## config.mk

```make
export PLATFORM = sky130hd
export DESIGN_NAME = mem_responder
export DESIGN_NICKNAME = d
export VERILOG_FILES = /design/src/rtl/mem_resp_pkg.sv /design/src/rtl/mem_resp_array.sv /design/src/rtl/mem_responder.sv
export SDC_FILE = /design/constraint.sdc
export NUM_CORES = 2
export LEC_CHECK = 0
export ABC_AREA = 0
export CAP_MARGIN = 20
export CORE_MARGIN = 1
export CORE_UTILIZATION = 49
export CTS_CLUSTER_SIZE = 8
export DETAILED_ROUTE_END_ITERATION = 10
export MAX_ROUTING_LAYER = met4
export PLACE_DENSITY = 0.63
export REMOVE_ABC_BUFFERS = 1
export SYNTH_ARGS = -nofsm -noshare
export SYNTH_HDL_FRONTEND = slang
export SYNTH_SLANG_ARGS = --single-unit
```

## constraint.sdc

```tcl
create_clock -name clk -period 4.1 [get_ports clk]
set_input_delay 0.82 -clock clk [delete_from_list [all_inputs] [get_ports clk]]
set_output_delay 0.82 -clock clk [all_outputs]
set_load 0.02 [all_outputs]
```

## src/rtl/mem_resp_pkg.sv

```systemverilog
// ---------------------------------------------------------------------------
// mem_resp_pkg
// Shared definitions for the mem_responder slice: the responder FSM state
// encoding, the default parameter values and the latency-counter helper.
// No ports (package).
// ---------------------------------------------------------------------------
package mem_resp_pkg;

    // Responder FSM: accept in IDLE, count down in WAIT, hold the response in RESP.
    typedef enum logic [1:0] {
        ST_IDLE = 2'd0,
        ST_WAIT = 2'd1,
        ST_RESP = 2'd2
    } state_t;

    localparam int DEF_ADDR_W  = 8;
    localparam int DEF_DATA_W  = 8;
    localparam int DEF_DEPTH   = 256;
    localparam int DEF_LATENCY = 4;

    // Wide enough for the largest legal latency (15).
    localparam int CNT_W = 4;

    // The counter is loaded at acceptance and WAIT exits when it reads zero,
    // so LATENCY-1 gives exactly LATENCY edges from acceptance to RESP.
    function automatic logic [CNT_W-1:0] latencyLoad(input int lat);
        return CNT_W'(lat - 1);
    endfunction

endpackage

```

## src/rtl/mem_resp_array.sv

```systemverilog
// ---------------------------------------------------------------------------
// mem_resp_array
// Single-port DEPTH x DATA_W storage: synchronous write, asynchronous read on
// the same address. The contents are deliberately not reset.
// Ports:
//   clk      - write clock
//   i_we     - write enable (commit i_wdata at i_addr on the rising edge)
//   i_addr   - word index, shared by read and write
//   i_wdata  - write data
//   o_rdata  - combinational read of the word at i_addr
// ---------------------------------------------------------------------------
module mem_resp_array
    import mem_resp_pkg::*;
#(
    parameter int DATA_W = DEF_DATA_W,
    parameter int DEPTH  = DEF_DEPTH,
    parameter int IDX_W  = $clog2(DEPTH)
) (
    input  logic              clk,
    input  logic              i_we,
    input  logic [IDX_W-1:0]  i_addr,
    input  logic [DATA_W-1:0] i_wdata,
    output logic [DATA_W-1:0] o_rdata
);

    logic [DATA_W-1:0] r_mem [DEPTH];

    always_ff @(posedge clk) begin
        if (i_we) begin
            r_mem[i_addr] <= i_wdata;
        end
    end

    assign o_rdata = r_mem[i_addr];

endmodule

```

## src/rtl/mem_responder.sv

```systemverilog
// ---------------------------------------------------------------------------
// mem_responder
// Fixed-latency memory responder for a cache. A request is accepted in IDLE;
// a write is committed on the acceptance edge and a read samples the array at
// that same edge. After LATENCY cycles the response is presented and held
// until the cache takes it with resp_ready.
//
// Optional feature macro: MEM_RESPONDER_ERR_EN
//   defined   - adds resp_err; requests with nonzero address bits at or above
//               log2(DEPTH) are flagged, writes suppressed, rdata returned 0.
//   undefined - no resp_err port; addresses alias modulo DEPTH.
//
// Ports:
//   clk         - sole clock, rising edge
//   reset       - asynchronous, active-low reset
//   req_valid   - request present
//   req_ready   - responder can accept (IDLE only, from first edge after reset)
//   req_we      - 1 = write, 0 = read
//   req_addr    - word address
//   req_wdata   - write data
//   resp_valid  - response available
//   resp_ready  - cache accepts the response
//   resp_rdata  - read data; 0 for writes and whenever resp_valid is 0
//   resp_err    - address error flag (MEM_RESPONDER_ERR_EN only)
// ---------------------------------------------------------------------------
module mem_responder
    import mem_resp_pkg::*;
#(
    parameter int ADDR_W  = DEF_ADDR_W,
    parameter int DATA_W  = DEF_DATA_W,
    parameter int DEPTH   = DEF_DEPTH,
    parameter int LATENCY = DEF_LATENCY
) (
    input  logic              clk,
    input  logic              reset,
    input  logic              req_valid,
    output logic              req_ready,
    input  logic              req_we,
    input  logic [ADDR_W-1:0] req_addr,
    input  logic [DATA_W-1:0] req_wdata,
    output logic              resp_valid,
    input  logic              resp_ready,
    output logic [DATA_W-1:0] resp_rdata
`ifdef MEM_RESPONDER_ERR_EN
    ,
    output logic              resp_err
`endif
);

    localparam int IDX_W = $clog2(DEPTH);
    localparam logic [CNT_W-1:0] LAT_LOAD = latencyLoad(LATENCY);

    state_t            r_state;
    state_t            w_nextState;
    logic [CNT_W-1:0]  r_cnt;
    logic [DATA_W-1:0] r_rdata;
    logic              r_readyEn;
    logic              w_accept;
    logic              w_addrErr;
    logic              w_memWe;
    logic [IDX_W-1:0]  w_idx;
    logic [DATA_W-1:0] w_memRdata;
`ifdef MEM_RESPONDER_ERR_EN
    logic              r_err;
`endif

    assign w_idx    = req_addr[IDX_W-1:0];
    assign w_accept = req_valid && req_ready;

    // Any address bit beyond the index range marks the request as erroneous.
`ifdef MEM_RESPONDER_ERR_EN
    assign w_addrErr = (req_addr >> IDX_W) != '0;
`else
    logic [ADDR_W-1:0] w_unusedAddrHi;
    assign w_unusedAddrHi = req_addr >> IDX_W;
    assign w_addrErr      = 1'b0;
`endif

    // Writes land on the acceptance edge so a following read always sees them.
    assign w_memWe = w_accept && req_we && !w_addrErr;

    mem_resp_array #(
        .DATA_W (DATA_W),
        .DEPTH  (DEPTH),
        .IDX_W  (IDX_W)
    ) u_array (
        .clk     (clk),
        .i_we    (w_memWe),
        .i_addr  (w_idx),
        .i_wdata (req_wdata),
        .o_rdata (w_memRdata)
    );

    // State register plus response datapath. r_readyEn holds req_ready low
    // until the first edge after reset releases. Read data is captured at
    // acceptance so later writes cannot disturb an in-flight response.
    always_ff @(posedge clk or negedge reset) begin
        if (!reset) begin
            r_state   <= ST_IDLE;
            r_cnt     <= '0;
            r_rdata   <= '0;
            r_readyEn <= 1'b0;
`ifdef MEM_RESPONDER_ERR_EN
            r_err     <= 1'b0;
`endif
        end else begin
            r_state   <= w_nextState;
            r_readyEn <= 1'b1;
            if (w_accept) begin
                r_cnt   <= LAT_LOAD;
                r_rdata <= (req_we || w_addrErr) ? '0 : w_memRdata;
`ifdef MEM_RESPONDER_ERR_EN
                r_err   <= w_addrErr;
`endif
            end else if ((r_state == ST_WAIT) && (r_cnt != '0)) begin
                r_cnt <= r_cnt - 1'b1;
            end
        end
    end

    // Next-state logic. resp_ready only matters in RESP, so an early ready
    // from the cache cannot shorten the latency.
    always_comb begin
        w_nextState = r_state;
        case (r_state)
            ST_IDLE: if (w_accept)        w_nextState = ST_WAIT;
            ST_WAIT: if (r_cnt == '0)     w_nextState = ST_RESP;
            ST_RESP: if (resp_ready)      w_nextState = ST_IDLE;
            default:                      w_nextState = ST_IDLE;
        endcase
    end

    // Outputs are gated by state so rdata and err read zero outside RESP.
    always_comb begin
        req_ready  = (r_state == ST_IDLE) && r_readyEn;
        resp_valid = (r_state == ST_RESP);
        resp_rdata = resp_valid ? r_rdata : '0;
`ifdef MEM_RESPONDER_ERR_EN
        resp_err   = resp_valid ? r_err : 1'b0;
`endif
    end

endmodule

```

**Yosys cells after proc, flatten, opt, wreduce, memory -nomap -nowiden**

Memories as Yosys holds them, arrays and structs flattened.
Index checks and enable logic that the tools add are counted.

- Add/subtract/negate cells: 1
- Multiplexer cells: 10
- Reductions and logical operators: 9
- Eq/ne operators: 5

Operator list:

| operator | count |
|---|---|
| $mux W8 | 2 |
| $mux W4 | 2 |
| $mux W2 | 3 |
| $pmux W2 S3 | 1 |
| $logic_and A1 B1 Y1 | 4 |
| $logic_not A4 Y1 | 1 |
| $ne A2 B1 Y1 const B | 2 |
| $reduce_bool A4 Y1 | 1 |
| $sub A4 B1 Y4 const B | 1 |
| $reduce_and A3 Y1 | 1 |
| $eq A2 B1 Y1 const B | 1 |
| $eq A2 B2 Y1 const B | 1 |
| $logic_not A2 Y1 | 1 |
| $mux W1 | 2 |
| $ne A2 B2 Y1 const B | 1 |
| $reduce_bool A2 Y1 | 1 |

- Output and inout bits: 10
- Logic and storage cells: 30
- Memory bits (writable): 2,048
- Memories: 1
- Register bits: 15
- Input port bits: 21

Memories:

| name | depth | width | read ports | clocked after Yosys merged registers in | write ports | RTL line | text |
|---|---|---|---|---|---|---|---|
| u_array.r_mem | 256 | 8 | 1 | 0 | 1 | mem_resp_array.sv:26 | `logic [DATA_W-1:0] r_mem [DEPTH];` |

**Longest topological paths before layout**

- Depth after elaboration: 6
- Gate-level depth with buffers: 12
- Gate-level depth less buffers: 7

**Modules after synthesis**

A second synthesis with hierarchy kept.

- Cell total of the unflattened synthesis: 3,617
- Area, all modules: 79,063.3 um^2

By module, submodules not included:

| module | area each (um^2) | sequential area each (um^2) | instances | cells each |
|---|---|---|---|---|
| mem_resp_array | 78,332.6 | 61,499.0 | 1 | 3,539 |
| mem_responder | 730.7 | 375.4 | 1 | 78 |

**Worst setup path after synthesis**

No wires, ideal clock.

- Path kind: input to register
- Start point: input port req_addr[0]
- End point: memory u_array.r_mem[104][0] in the netlist's numbering, enable pin
- Arrival: 2.883 ns
- Setup time: 0.370 ns
- Path slack: 0.847 ns
- Data required time: 3.730 ns
- Buffers on the path: 7
- Stages on the path: 10
- Cell sequence: buf_6 -> buf_6 -> buf_6 -> buf_4 -> buf_6 -> buf_2 -> nor3_1 -> nand2_1 -> clkbuf_1 -> nor2_1

RTL lines:

| element | RTL line | text |
|---|---|---|
| start: declaration | mem_responder.sv:39 | `input logic [ADDR_W-1:0] req_addr,` |
| end: declaration | mem_resp_array.sv:26 |  |

Straight into the memory's write port.

**Worst setup path after layout**

- Start point: register r_state[1]
- End point: output port resp_rdata[6]

- Longest elaborated chain between the ends: 2

RTL lines:

| element | RTL line | text |
|---|---|---|
| start: declaration | mem_responder.sv:53 | `state_t r_state;` |
| start signal: assignment | mem_responder.sv:107 | `r_state <= w_nextState;` |
| $eq A2 B2 Y1 | mem_responder.sv:136 | `resp_valid = (r_state == ST_RESP);` |
| $mux W8 | mem_responder.sv:137 | `resp_rdata = resp_valid ? r_rdata : '0;` |
| end: declaration | mem_responder.sv:43 | `output logic [DATA_W-1:0] resp_rdata` |

No other way between the ends.

==> impl_metrics.tcl <==
set metrics [dict create \
    cts_tree "built" \
    numCtsBuffers 308 \
    nNetsFinal 4517 \
    final_antenna_net_count 0 \
    ys.flop_type "edfxtp_1" \
    grt_setup_unrepaired "false" \
    finalNonFillerCells 6703 \
    cts-resized-gates 0 \
    slowest_delay_ps 680 \
    cp.required_ps 3280 \
    clk_latency_ps 890 \
    final_hold_viol_count 0 \
    dr.first_iter.drc_count 4942 \
    area_growth_pct 18.11 \
    dieArea_sq_um 164900 \
    dieWidth_microns 406.1 \
    criticalPathCategory "register to output port" \
    gp_congestion 0.9670 \
    synth_edf_count 2048 \
    async_reset_ff_frac 0.007271 \
    startpoint "r_state[1]" \
    cp_data_arrival_time_ps 2710 \
    ys_ff_latch 2063 \
    layout_common_cells "edfxtp_1, buf_4, mux4_2" \
    yosys-top-cells-area "edfxtp_1, mux4_2, mux2i_1, nor2_1, a22oi_1" \
    yosysSeqAreaShare 0.7732 \
    vias_per_cell 6.247 \
    drv_slew 0 \
    placed_cells 6344 \
    fin_worst_skew_ps 54.88 \
    status "complete, no violations" \
    setup_violations 0 \
    cp-end-kind "output port" \
    cts_setup_buffers 0 \
    period_share 0.8618 \
    worst_setup_path_start_kind "register" \
    cts_root_buf "clkbuf_16" \
    dpl.hpwl_mm 134.0 \
    start_util 0.4961 \
    htreeDepth 5 \
    rows 147 \
    powerDensity_nw_per_um2 502.6 \
    num_io_pins 31 \
    drc_errors 0 \
    peakVddDrop_v 0.0004587 \
    die_h_microns 406.1 \
    path_delay_family "buffers and inverters" \
    fin_crit_ps 3533 \
    dr.pass1.iters 6 \
    setup_ws_ps 566.6 \
    synth_top_area_share 0.7685 \
    numPortBuffers 30 \
    avgRoutedWirePerCell_microns 31.34 \
    cpMaxStageDelayCell "clkdlybuf4s50_1" \
    antenna_found_initial 14 \
    relSlewSlack 0.3144 \
    drt-total-wl_mm 210.0 \
    crit_fanout 10 \
    dpl_worst_slack_ps -105.3 \
    grt_pass1_vias 41960 \
    syn_inst 3837 \
    path_depth 4 \
    grt_start_max_net_pins 133 \
    total_power_uw 47510 \
    syn_area_per_cell_sq_um 20.86 \
    gr-total-overflow 0 \
    r2r_cells 9 \
    synth.cell_area_sq_um 80030 \
    clkTransAtPathRegs_ps 60 \
    p_leak_uw 0.03091 \
    clockBufferDepth 4 \
    hold_class "primary input to async pin" \
    synth_cell_types 62 \
    worstPathCellList "nor2b_1, buf_4, and2_1, clkdlybuf4s50_1" \
    synth_area_leader_cell "edfxtp_1" \
    max_cap_violations 0 \
    r2r_start "r_state[1]" \
    critical_path_buf_inv_count 2 \
    fp.coreArea_sq_um 161300 \
    fmax_mhz 283.0 \
    grt_pass1_wl_mm 300.1 \
    ctsHoldBuffers 0 \
    yosysWarnings 0 \
    drive_gt1_frac 0.2922 \
    clock-sinks 2063 \
    num_vias 41870 \
    tightest_slew_ps 1028 \
    grtUsageTotal 0.2647 \
    final_common_cell "edfxtp_1" \
]
-- area by class of cell --
cell class	count	area, sq um
sequential	2063	61870
clock buffer	344	8013
antenna	8	20.02
tap	2160	2703
inverter	7	26.28
clock inverter	7	56.30
fill	11650	66780
multi-input combinational	1538	16860
timing repair buffer	576	4970
-- power by group --
| part | internal, uW | switching, uW |
|---|---|---|
| combinational | 885 | 1510 |
| clock | 13500 | 8210 |
| sequential | 23300 | 96.1 |
-- routing by layer --
metal | vias to the layer above | part of all wire | global-route usage
li1 | 17210 | - | -
met4 | 0 | 0.032 | 0.08745
met3 | 416 | 0.095 | 0.06020
met5 | - | 0 | -
met1 | 22120 | 0.40 | 0.3641
met2 | 2130 | 0.47 | 0.3937
-- stage by stage --
stage / area, sq um / TNS, ps / util / hold slack [ps]
4_1_cts: 94500 / 0 / 0.5859 / 353.5
3_3_place_gp: 86420 / -220.6 / 0.5358 / 465.2
5_1_grt: 94520 / 0 / 0.5860 / 408.1
2_1_floorplan: 78740 / 0 / - / 440.2
3_5_place_dp: 86430 / -173.7 / 0.5358 / 467.8
6_report: 94520 / 0 / 0.5860 / 403.1
-- cell usage after synthesis, types with 3 or more instances --
master     instances
nand3_1           13
and2_1            15
mux2i_1          231
mux2_2            17
buf_1              9
inv_1              7
and3_1             6
o22ai_1           59
o31ai_1            9
o211ai_1          15
or4_1              5
nand4b_1          10
nand2_1           71
xnor2_1            3
a21o_1             4
a21oi_1           23
a221o_1            6
a221oi_1          26
buf_4             41
nor3_1            20
nand4bb_1          5
o21ai_0           19
or3_1              8
buf_2             76
a31oi_1           32
a41oi_1            7
a211oi_1           9
a2111oi_0         13
mux4_2           412
a22o_1            12
nor2b_1           26
clkbuf_4           3
buf_6             23
o221ai_1           3
dfrtp_1           15
nand2b_1           6
and3b_1            3
nor4_1            21
nor3b_1            5
clkbuf_1          77
a22oi_1          124
nor2_1           275
edfxtp_1        2048
-- sequential cells by signal, summed over array words and instances (netlist names) --
| register | cells |
|---|---|
| u_array.r_mem | 2048 |
| r_rdata | 8 |
| r_cnt | 4 |
| r_state | 2 |
| r_readyEn | 1 |
-- cells by family after synthesis --
| family | after synthesis | share of synthesized area |
|---|---|---|
| flops | 2063 | 0.7732 |
| xor+xnor | 3 | 0.0003284 |
| buf+inv | 236 | 0.01648 |
| simple gates | 502 | 0.02922 |
| compound gates | 370 | 0.03322 |
| mux | 660 | 0.1472 |
| other cells | 1 | 0.00004686 |
| fa+ha+maj | 2 | 0.0003126 |
-- worst paths after layout --
| path | slack (ps) | endpoint |
|---|---|---|
| max | 570 | resp_rdata[6] |
| min | 400 | r_rdata[0] |
| max reg2reg | 920 | u_array.r_mem[202][5] |
| min reg2reg | 480 | r_rdata[6] |
| max in group asynchronous | 3180 | r_cnt[0] |
| min in group clk | 430 | u_array.r_mem[126][0] |
Note: power is estimated with default switching activity, not from simulation.
